## config.mk

```make
export PLATFORM = sky130hd
export DESIGN_NAME = gen_sched
export DESIGN_NICKNAME = d
export VERILOG_FILES = /design/src/rtl/gen_sched_pkg.sv /design/src/rtl/gen_sched_rise_det.sv /design/src/rtl/gen_sched.sv
export SDC_FILE = /design/constraint.sdc
export NUM_CORES = 1
export LEC_CHECK = 0
export CORE_UTILIZATION = 28
export DETAILED_ROUTE_END_ITERATION = 6
export GPL_TIMING_DRIVEN = 0
export REMOVE_ABC_BUFFERS = 1
export SETUP_SLACK_MARGIN = 0.2
export SLEW_MARGIN = 20
export SYNTH_ARGS = -nofsm -noshare
export SYNTH_HDL_FRONTEND = slang
export SYNTH_HIERARCHICAL = 1
export SYNTH_SLANG_ARGS = --single-unit
export TNS_END_PERCENT = 1
```

## constraint.sdc

```tcl
create_clock -name clk -period 2.1 [get_ports clk]
set_input_delay 0.42 -clock clk [delete_from_list [all_inputs] [get_ports clk]]
set_output_delay 0.42 -clock clk [all_outputs]
set_load 0.02 [all_outputs]
```

## src/rtl/gen_sched_pkg.sv

```systemverilog
// -----------------------------------------------------------------------------
// gen_sched_pkg
//   Shared constants for the generator sequencer and anything that decodes its
//   state (e.g. the display driver).
//   - state_t : run-control state encoding (IDLE/RUN/PAUSE/SWITCH = 0..3)
//   - GEN_T / GEN_F : generator identifiers used for 'active' and the owner
//                     of an outstanding request
// -----------------------------------------------------------------------------
package gen_sched_pkg;

    typedef enum logic [1:0] {
        ST_IDLE   = 2'd0,
        ST_RUN    = 2'd1,
        ST_PAUSE  = 2'd2,
        ST_SWITCH = 2'd3
    } state_t;

    localparam logic GEN_T = 1'b0;
    localparam logic GEN_F = 1'b1;

endpackage

```

## src/rtl/gen_sched_rise_det.sv

```systemverilog
// -----------------------------------------------------------------------------
// rise_det
//   Rising-edge detector for a level button.
//   Ports:
//     i_clk   - system clock
//     i_rst   - synchronous active-high reset (clears the registered prev)
//     i_btn   - level input
//     o_pulse - combinational pulse, high while i_btn is high and the
//               previously sampled level was low
//   A button held high through reset must not look like a fresh press, so the
//   detector stays disarmed until it has sampled the button low at least once
//   (the arm bit loads the inverted level while reset is asserted).
// -----------------------------------------------------------------------------
module rise_det (
    input  logic i_clk,
    input  logic i_rst,
    input  logic i_btn,
    output logic o_pulse
);

    logic r_prev;
    logic r_armed;

    always_ff @(posedge i_clk) begin
        if (i_rst) begin
            r_prev  <= 1'b0;
            r_armed <= ~i_btn;
        end else begin
            r_prev <= i_btn;
            if (!i_btn) begin
                r_armed <= 1'b1;
            end
        end
    end

    assign o_pulse = i_btn & ~r_prev & r_armed;

endmodule

```

## src/rtl/gen_sched.sv

```systemverilog
// -----------------------------------------------------------------------------
// gen_sched
//   Run-control sequencer sharing one 16-bit result path between a timer (T)
//   and a second generator (F).
//   Ports:
//     clk, rst           - clock, synchronous active-high reset
//     start/stop/pause/sel - level buttons, acted on at their rising edge
//     t_valid/t_out      - timer result handshake
//     f_valid/f_out      - second generator result handshake
//     t_en/f_en          - one-cycle enable strobes (registered)
//     data_out/data_valid - captured result and its one-cycle update pulse
//     active             - selected generator (GEN_T/GEN_F)
//     state              - run-control state (state_t encoding)
//     err                - sticky response-timeout flag
//
//   Request protocol: a strobe on t_en/f_en opens one outstanding request owned
//   by that generator. The request is closed by the owner's valid (result is
//   captured) or by the timeout (err is set). Only one request is ever
//   outstanding; valids from the non-owner or with nothing outstanding are
//   dropped. A valid on the timeout cycle wins over the timeout.
// -----------------------------------------------------------------------------
module gen_sched
    import gen_sched_pkg::*;
#(
    parameter int TICK_DIV = 4,
    parameter int TIMEOUT  = 8
) (
    input  logic        clk,
    input  logic        rst,
    input  logic        start,
    input  logic        stop,
    input  logic        pause,
    input  logic        sel,
    input  logic        t_valid,
    input  logic [15:0] t_out,
    input  logic        f_valid,
    input  logic [15:0] f_out,
    output logic        t_en,
    output logic        f_en,
    output logic [15:0] data_out,
    output logic        data_valid,
    output logic        active,
    output logic [1:0]  state,
    output logic        err
);

    localparam int             TW        = $clog2(TICK_DIV);
    localparam int             OW        = $clog2(TIMEOUT);
    localparam logic [TW-1:0]  TICK_LAST = TW'(TICK_DIV - 1);
    localparam logic [OW-1:0]  TMO_LAST  = OW'(TIMEOUT - 1);

    // Button edge pulses
    logic w_start_p;
    logic w_stop_p;
    logic w_pause_p;
    logic w_sel_p;

    rise_det u_start (.i_clk(clk), .i_rst(rst), .i_btn(start), .o_pulse(w_start_p));
    rise_det u_stop  (.i_clk(clk), .i_rst(rst), .i_btn(stop),  .o_pulse(w_stop_p));
    rise_det u_pause (.i_clk(clk), .i_rst(rst), .i_btn(pause), .o_pulse(w_pause_p));
    rise_det u_sel   (.i_clk(clk), .i_rst(rst), .i_btn(sel),   .o_pulse(w_sel_p));

    state_t          r_state;
    state_t          w_next;
    logic [TW-1:0]   r_tick;
    logic [OW-1:0]   r_tmo;
    logic            r_pending;
    logic            r_owner;
    logic            r_active;
    logic [15:0]     r_data;
    logic            r_dvalid;
    logic            r_t_en;
    logic            r_f_en;
    logic            r_err;

    // Request resolution, evaluated against the request owner only
    logic        w_owner_valid;
    logic [15:0] w_owner_data;
    logic        w_accept;
    logic        w_timeout;
    logic        w_resolved;
    logic        w_stop_clr;

    assign w_owner_valid = (r_owner == GEN_F) ? f_valid : t_valid;
    assign w_owner_data  = (r_owner == GEN_F) ? f_out   : t_out;
    assign w_accept      = r_pending & w_owner_valid;
    assign w_timeout     = r_pending & ~w_owner_valid & (r_tmo == TMO_LAST);
    // SWITCH may complete once nothing is outstanding after this edge
    assign w_resolved    = ~r_pending | w_accept | w_timeout;
    assign w_stop_clr    = (r_state != ST_IDLE) && (w_next == ST_IDLE);

    // ---------------- FSM: state register ----------------
    always_ff @(posedge clk) begin
        if (rst) begin
            r_state <= ST_IDLE;
        end else begin
            r_state <= w_next;
        end
    end

    // ---------------- FSM: next state ----------------
    // Priority on simultaneous pulses: stop > sel > pause > start.
    always_comb begin
        w_next = r_state;
        case (r_state)
            ST_IDLE: begin
                if (w_start_p) w_next = ST_RUN;
            end
            ST_RUN: begin
                if (w_stop_p)       w_next = ST_IDLE;
                else if (w_sel_p)   w_next = ST_SWITCH;
                else if (w_pause_p) w_next = ST_PAUSE;
            end
            ST_PAUSE: begin
                if (w_stop_p)       w_next = ST_IDLE;
                else if (w_pause_p) w_next = ST_RUN;
            end
            ST_SWITCH: begin
                if (w_stop_p)        w_next = ST_IDLE;
                else if (w_resolved) w_next = ST_RUN;
            end
            default: w_next = ST_IDLE;
        endcase
    end

    // ---------------- FSM: output decode ----------------
    logic w_strobe;
    logic w_tick_clr;
    logic w_tick_run;
    logic w_toggle;
    logic w_err_clr;

    always_comb begin
        w_strobe   = 1'b0;
        w_tick_clr = 1'b0;
        w_tick_run = 1'b0;
        w_toggle   = 1'b0;
        w_err_clr  = 1'b0;
        case (r_state)
            ST_IDLE: begin
                if (w_next == ST_RUN) begin
                    w_tick_clr = 1'b1;
                    w_err_clr  = 1'b1;
                end
            end
            ST_RUN: begin
                // The counter keeps running on the cycle RUN is left, so a
                // pause/resume pair continues from where it stopped. A strobe
                // is only issued if RUN is kept, so the enables stay low in
                // PAUSE/SWITCH/IDLE. 'Pending' is the pre-edge value: a valid
                // that closes a request on the tick edge still skips that tick.
                w_tick_run = 1'b1;
                if ((w_next == ST_RUN) && (r_tick == TICK_LAST) && !r_pending) begin
                    w_strobe = 1'b1;
                end
            end
            ST_SWITCH: begin
                if (w_next == ST_RUN) begin
                    w_toggle   = 1'b1;
                    w_tick_clr = 1'b1;
                end
            end
            default: ;
        endcase
    end

    // ---------------- datapath ----------------
    always_ff @(posedge clk) begin
        if (rst) begin
            r_tick    <= '0;
            r_tmo     <= '0;
            r_pending <= 1'b0;
            r_owner   <= GEN_T;
            r_active  <= GEN_T;
            r_data    <= 16'h0000;
            r_dvalid  <= 1'b0;
            r_t_en    <= 1'b0;
            r_f_en    <= 1'b0;
            r_err     <= 1'b0;
        end else begin
            if (w_tick_clr) begin
                r_tick <= '0;
            end else if (w_tick_run) begin
                r_tick <= (r_tick == TICK_LAST) ? '0 : r_tick + TW'(1);
            end

            r_t_en <= w_strobe & (r_active == GEN_T);
            r_f_en <= w_strobe & (r_active == GEN_F);

            if (w_strobe) begin
                r_pending <= 1'b1;
                r_owner   <= r_active;
                r_tmo     <= '0;
            end else if (w_stop_clr || w_accept || w_timeout) begin
                r_pending <= 1'b0;
                r_tmo     <= '0;
            end else if (r_pending) begin
                r_tmo <= r_tmo + OW'(1);
            end

            if (w_accept) begin
                r_data <= w_owner_data;
            end
            r_dvalid <= w_accept;

            if (w_err_clr) begin
                r_err <= 1'b0;
            end else if (w_timeout) begin
                r_err <= 1'b1;
            end

            if (w_toggle) begin
                r_active <= ~r_active;
            end
        end
    end

    assign t_en       = r_t_en;
    assign f_en       = r_f_en;
    assign data_out   = r_data;
    assign data_valid = r_dvalid;
    assign active     = r_active;
    assign state      = r_state;
    assign err        = r_err;

endmodule

```

* Word level (Yosys, flattened, before mapping)
Index checks and enable logic that the tools add are counted.
W data, S select, Z words.
** Storage, ports and cells
- Bits in registers :: 38
- Bits in latches :: 0
- RAM bits :: 0
- Memory bits (read-only) :: 0
- Input port bits :: 40
- Output and inout bits :: 23
- Word-level logic and storage cells :: 100
- Memories kept :: 0
** Operators by class
- $add $sub $neg :: 2
- Multiply operators :: 0
- Div/mod/pow operators :: 0
- Magnitude comparators :: 0
- Eq/ne operators :: 10
- Shift operators :: 0
- Mux-type cells :: 29
- Bitwise gates (word level) :: 26
- Reduce and logical (&&, ||, !) cells :: 14
** Operators with widths (count)
- $mux W1 :: 18
- $mux W2 :: 9
- $mux W16 :: 1
- $and A1 B1 Y1 :: 13
- $not A1 Y1 :: 11
- $ne A2 B2 Y1 const B :: 4
- $pmux W2 S4 :: 1
- $eq A2 B2 Y1 const B :: 3
- $reduce_or A2 Y1 :: 3
- $eq A2 B1 Y1 const B :: 2
- $logic_not A2 Y1 :: 2
- $reduce_bool A2 Y1 :: 2
- $add A3 B1 Y3 const B :: 1
- $eq A3 B3 Y1 const B :: 1
- $logic_and A1 B1 Y1 :: 3
- $reduce_or A3 Y1 :: 1
- $add A2 B1 Y2 const B :: 1
- $logic_or A1 B1 Y1 :: 2
- $or A1 B1 Y1 :: 2
- $logic_not A1 Y1 :: 1

* Depth between registers and ports, before layout
- Depth in word-level cells :: 14
- Depth in mapped cells :: 7
- Depth with buffers taken out :: 7

* Hierarchy
Netlist, hierarchy kept.
** By module, submodules not included
- gen_sched :: times used 1, cells each 155, area an instance 1514.0 um^2, seq. area each 600.6 um^2
- rise_det :: times used 4, cells each 6, area an instance 75.1 um^2, seq. area each 50.0 um^2

* Least setup slack after synthesis
No wires, ideal clock.
- Kind :: flip-flop to flip-flop
- Start point :: register r_state[0], in the netlist state[0]
- End point :: register r_pending
- Setup time :: 0.134 ns
- Arrival :: 2.207 ns
- Data required time :: 1.966 ns
- Setup slack :: -0.242 ns
- Stages on the path, launching flop included :: 8
- Path buffers :: 0
- Period minus slack after synthesis :: 2.342 ns
- Path through :: dfxtp_1 -> inv_1 -> ha_1 -> or3b_2 -> or4_4 -> o211ai_4 -> or2_2 -> o221ai_1
** Between the ends
- Cells in the longest elaborated chain, start to end :: 10
- Elaborated cells on any way between the ends :: 25
- Those cells by class :: eq/ne (4); mux (12); reduce/logical (9)
** Ends and longest elaborated chain
- start: declaration :: RTL line gen_sched.sv:63 : state_t r_state;
- start signal: assignment :: RTL line gen_sched.sv:97 : r_state <= w_next;
- $mux W2 :: RTL line gen_sched.sv:112 : else if (w_pause_p) w_next = ST_PAUSE;
- $mux W2 :: RTL line gen_sched.sv:111 : else if (w_sel_p) w_next = ST_SWITCH;
- $mux W2 :: RTL line gen_sched.sv:110 : if (w_stop_p) w_next = ST_IDLE;
- $pmux W2 S4 :: RTL line gen_sched.sv:105 : case (r_state)
- $eq A2 B1 Y1 :: RTL line gen_sched.sv:153 : if ((w_next == ST_RUN) && (r_tick == TICK_LAST) && !r_pending) begin
- $logic_and A1 B1 Y1 (2 in a row) :: RTL line gen_sched.sv:153
- $mux W1 :: RTL line gen_sched.sv:153
- $mux W1 :: RTL line gen_sched.sv:139 : case (r_state)
- $mux W1 or $reduce_bool A2 Y1 (tied branches)
- end signal: assignment :: RTL line gen_sched.sv:172 : r_pending <= 1'b0;
- end signal: assignment :: RTL line gen_sched.sv:191 : r_pending <= 1'b1;
- end signal: assignment :: RTL line gen_sched.sv:195 : r_pending <= 1'b0;
- end: declaration :: RTL line gen_sched.sv:67 : logic r_pending;
Parallel ways exist; a longest one is shown, timed or not.
A chain may end at the register's enable or synchronous reset.

* Final worst setup path
- Start point :: register r_state[1], in the netlist state[1]
- End point :: register r_pending
The elaborated chain is that of the path after synthesis.

==> run summary <==
core box area: 6100 um2
fillers: 620
Post-Synth XOR/XNOR Area: 0.483%
port bufs: 62
share of layout cells above drive strength 1: 17.5%
initial antenna violation count: 0
Antenna diodes: 0
reg-to-reg endpoint: r_pending
Max Slew Vio Count: 0
final setup fails: 0
total CTS buffers: 5
flops & latches, synth: 38
hold path depth: 1
GRT Resource Usage Total: 13.1%
register area share after synthesis: 44.1%
R2R Setup Slk: 3 ps
Post-DRT Antenna Nets: 0
Area contributors post-synth: dfxtp_1, mux2i_1, a211oi_1
Synth Cell Area: 1810 um2
largest net degree at the start of global routing: 40
CP max stage delay: 530 ps
Worst EP arrival: 2310 ps
Worst Clk Skew: 6.67 ps
drt drc: 0
combinational family with the most area after synthesis: simple AND/OR/NAND/NOR gates
type of origin of the critical path: flop
Clock Power Share: 32.0%
Root Buffer Master: clkbuf_8
Tcrit/Tclk final: 99.9%
first-pass GRT wire length: 6.69 mm
minimum clock period after layout: 2100 ps
leakage: 0.000974 uW
Slew @ Worst Pin: 656 ps
synthesis warning total: 6
via/cell ratio: 4.59
CP Capture Type: flop
Mapped Cells: 179
status: completed
nets@finish: 299
Worst Hold End: t_en
RSZ-0062 raised after global routing: yes
clock tree from TritonCTS: yes
Die Wd: 82.5 um
vias in the first global route: 1477
post-synth top area share: 37.5%
cells on worst reg2reg path: 8
Pre-Repair DR Iteration Count: 4
delay-heaviest family, CP: simple AND/OR/NAND/NOR gates
most frequent cells after synthesis: dfxtp_1, nor2_1, mux2i_1
part of the power in combinational logic: 17.3%
area growth from synthesis to layout: 49.2%
sequential power share: 50.7%
final core area utilization: 44.4%
row count: 28
worst-path cell chain: inv_4 > ha_4 > or3b_4 > or4_4 > o211ai_4 > buf_6 > o211ai_1 > o221ai_2
HP Start: active
Final Hold Viols: 0
number of synthesized flops with an enable pin: 4
Pwr per Cell Area: 551 nW/um2
Fmax achieved: 0.477 GHz
initial core utilization: 29.8%
Setup Crit Path Kind: reg2reg
clk sinks: 38
ys async rst share: 0%
Worst-Skew Late Latency: 290 ps
Max Cap Viol: 0
critical path data required time: 2310 ps
switch share: 23.6%
mux cell area share after synthesis: 14.3%
max_slew headroom: 56.3%
DP Wirelength: 2.70 mm
Synth cell types: 36
Critical-path top delay cell: or4_4
via count: 1502
NetSw: 352 uW
drt wl/cell: 11.9 um
crit path max fanout: 8
most common cell in the synthesized netlist: dfxtp_1
compound-gate portion of the synthesized area: 13.0%
Die Footprint: 6810 um2
routed wire length: 3.88 mm
peak supply drop: 0.000238 V
Int Power: 1140 uW
H-tree lvl count: 2
fraction of the mapped netlist area in adder cells: 5.52%
Levels on crit path: 8
WP buf/inv: 2
Synth Area per Inst: 10.1 um2
die height: 82.5 um
Starting DRT DRC Count: 35
R2R Path Start: state[1]
Clock transition at path regs: 70 ps
Final WS setup: 2.74 ps
Main synth FF type: dfxtp_1
crit path from: state[1]
I/O pins: 63
total grt overflow: 0
post-synth top area cell: dfxtp_1
Placement Setup Slack: -578 ps
simple-gate share of the synthesized area: 19.4%
HP Class: reg2reg
gpl congestion: 0.750
clk buf depth: 2
worst max-delay path by stage:
stage,slack (ps),endpoint
after global routing,-70,r_pending
after detailed placement,-580,data_out[5]
after CTS,40,r_pending
final,3,r_pending
after floorplan,-240,r_pending
after global placement,-560,r_pending
cells by family (layout without fill, tap and decap cells):
group           after synthesis  count (layout)
compound gates               28              28
xor+xnor                      1               1
fa+ha+maj                     8               8
buf+inv                      13              86
flops                        38              38
mux                          25              25
simple gates                 66              66
sequential cells by signal (all words and copies together), names as in the netlist:
register         cells
active               1
data_out            16
data_valid           1
err                  1
f_en                 1
r_owner              1
r_pending            1
r_tick               2
r_tmo                3
state                2
t_en                 1
u_pause/r_armed      1
u_pause/r_prev       1
u_sel/r_armed        1
u_sel/r_prev         1
u_start/r_armed      1
u_start/r_prev       1
u_stop/r_armed       1
u_stop/r_prev        1
layout make-up:
type	count	area, um2	area share [%]
multi-input cells	128	990	36.6
flip-flops and latches	38	812	30.0
repair buffers	75	714	26.4
well taps	75	93.8	3.47
clock buffers	8	80.1	2.96
inverters	3	16.3	0.601
worst register-to-register path: cells and delay by family (launching register included):
family,cells,cell delay [ps]
AO/OA/AOI/OAI,3,370
adder cells (fa/ha/maj),1,160
buffers and inverters,2,190
flip-flops,1,370
AND/OR/NAND/NOR,2,920
stage by stage:
stage | cells | cell area, um2 | setup TNS (ps) | hold WS [ps] | total power, uW
after global placement | 306 | 2480 | -16110 | 482 | 983
after floorplan | 169 | 1770 | -2250 | 485 | 873
after detailed placement | 306 | 2480 | -14600 | 470 | 984
final | 327 | 2710 | 0 | 475 | 1490
after global routing | 327 | 2710 | -171 | 506 | 1570
after CTS | 327 | 2710 | 0 | 477 | 1510
timing repair:
item / 4_1_cts / 5_1_grt
hold endpoints to repair: 0 / 0
hold buffers: 0 / 0
buffers inserted: 13 / 0
setup endpoints to repair: 30 / 12
gates cloned: 0 / 0
resized for setup: 24 / 0
pin swaps: 7 / 4
layer usage:
layer | track usage (%) | part of all wire, % | vias up | wire length [um]
met1 | 15.3 | 46 | 679 | 1780
met2 | 21.2 | 46 | 38 | 1790
met3 | 5.60 | 6.6 | 4 | 258
li1 | - | - | 781 | -
met4 | 5.17 | 1.2 | 0 | 46
met5 | 0 | 0 | - | 0
power groups by stage:
stage | clock, uW | sequential (uW) | combinational [uW]
floorplan | 0 | 777 | 96.2
global placement | 0 | 776 | 207
detailed placement | 0 | 776 | 208
CTS | 499 | 756 | 256
global route | 530 | 758 | 284
finish | 477 | 756 | 258
cells in the final DEF, fill, tap and decap left out, drive strengths merged, types with 4 or more instances in the layout:
master / netlist / layout
a211oi: 17 / 17
and3b: 4 / 4
buf: 3 / 14
clkbuf: 7 / 8
clkdlybuf4s50: 0 / 58
dfxtp: 34 / 34
edfxtp: 4 / 4
ha: 8 / 8
mux2: 5 / 5
mux2i: 20 / 20
nand2: 7 / 7
nand2b: 7 / 7
nor2: 23 / 23
nor2b: 8 / 8
nor3: 8 / 8
Note: power is estimated with default switching activity, not from simulation.
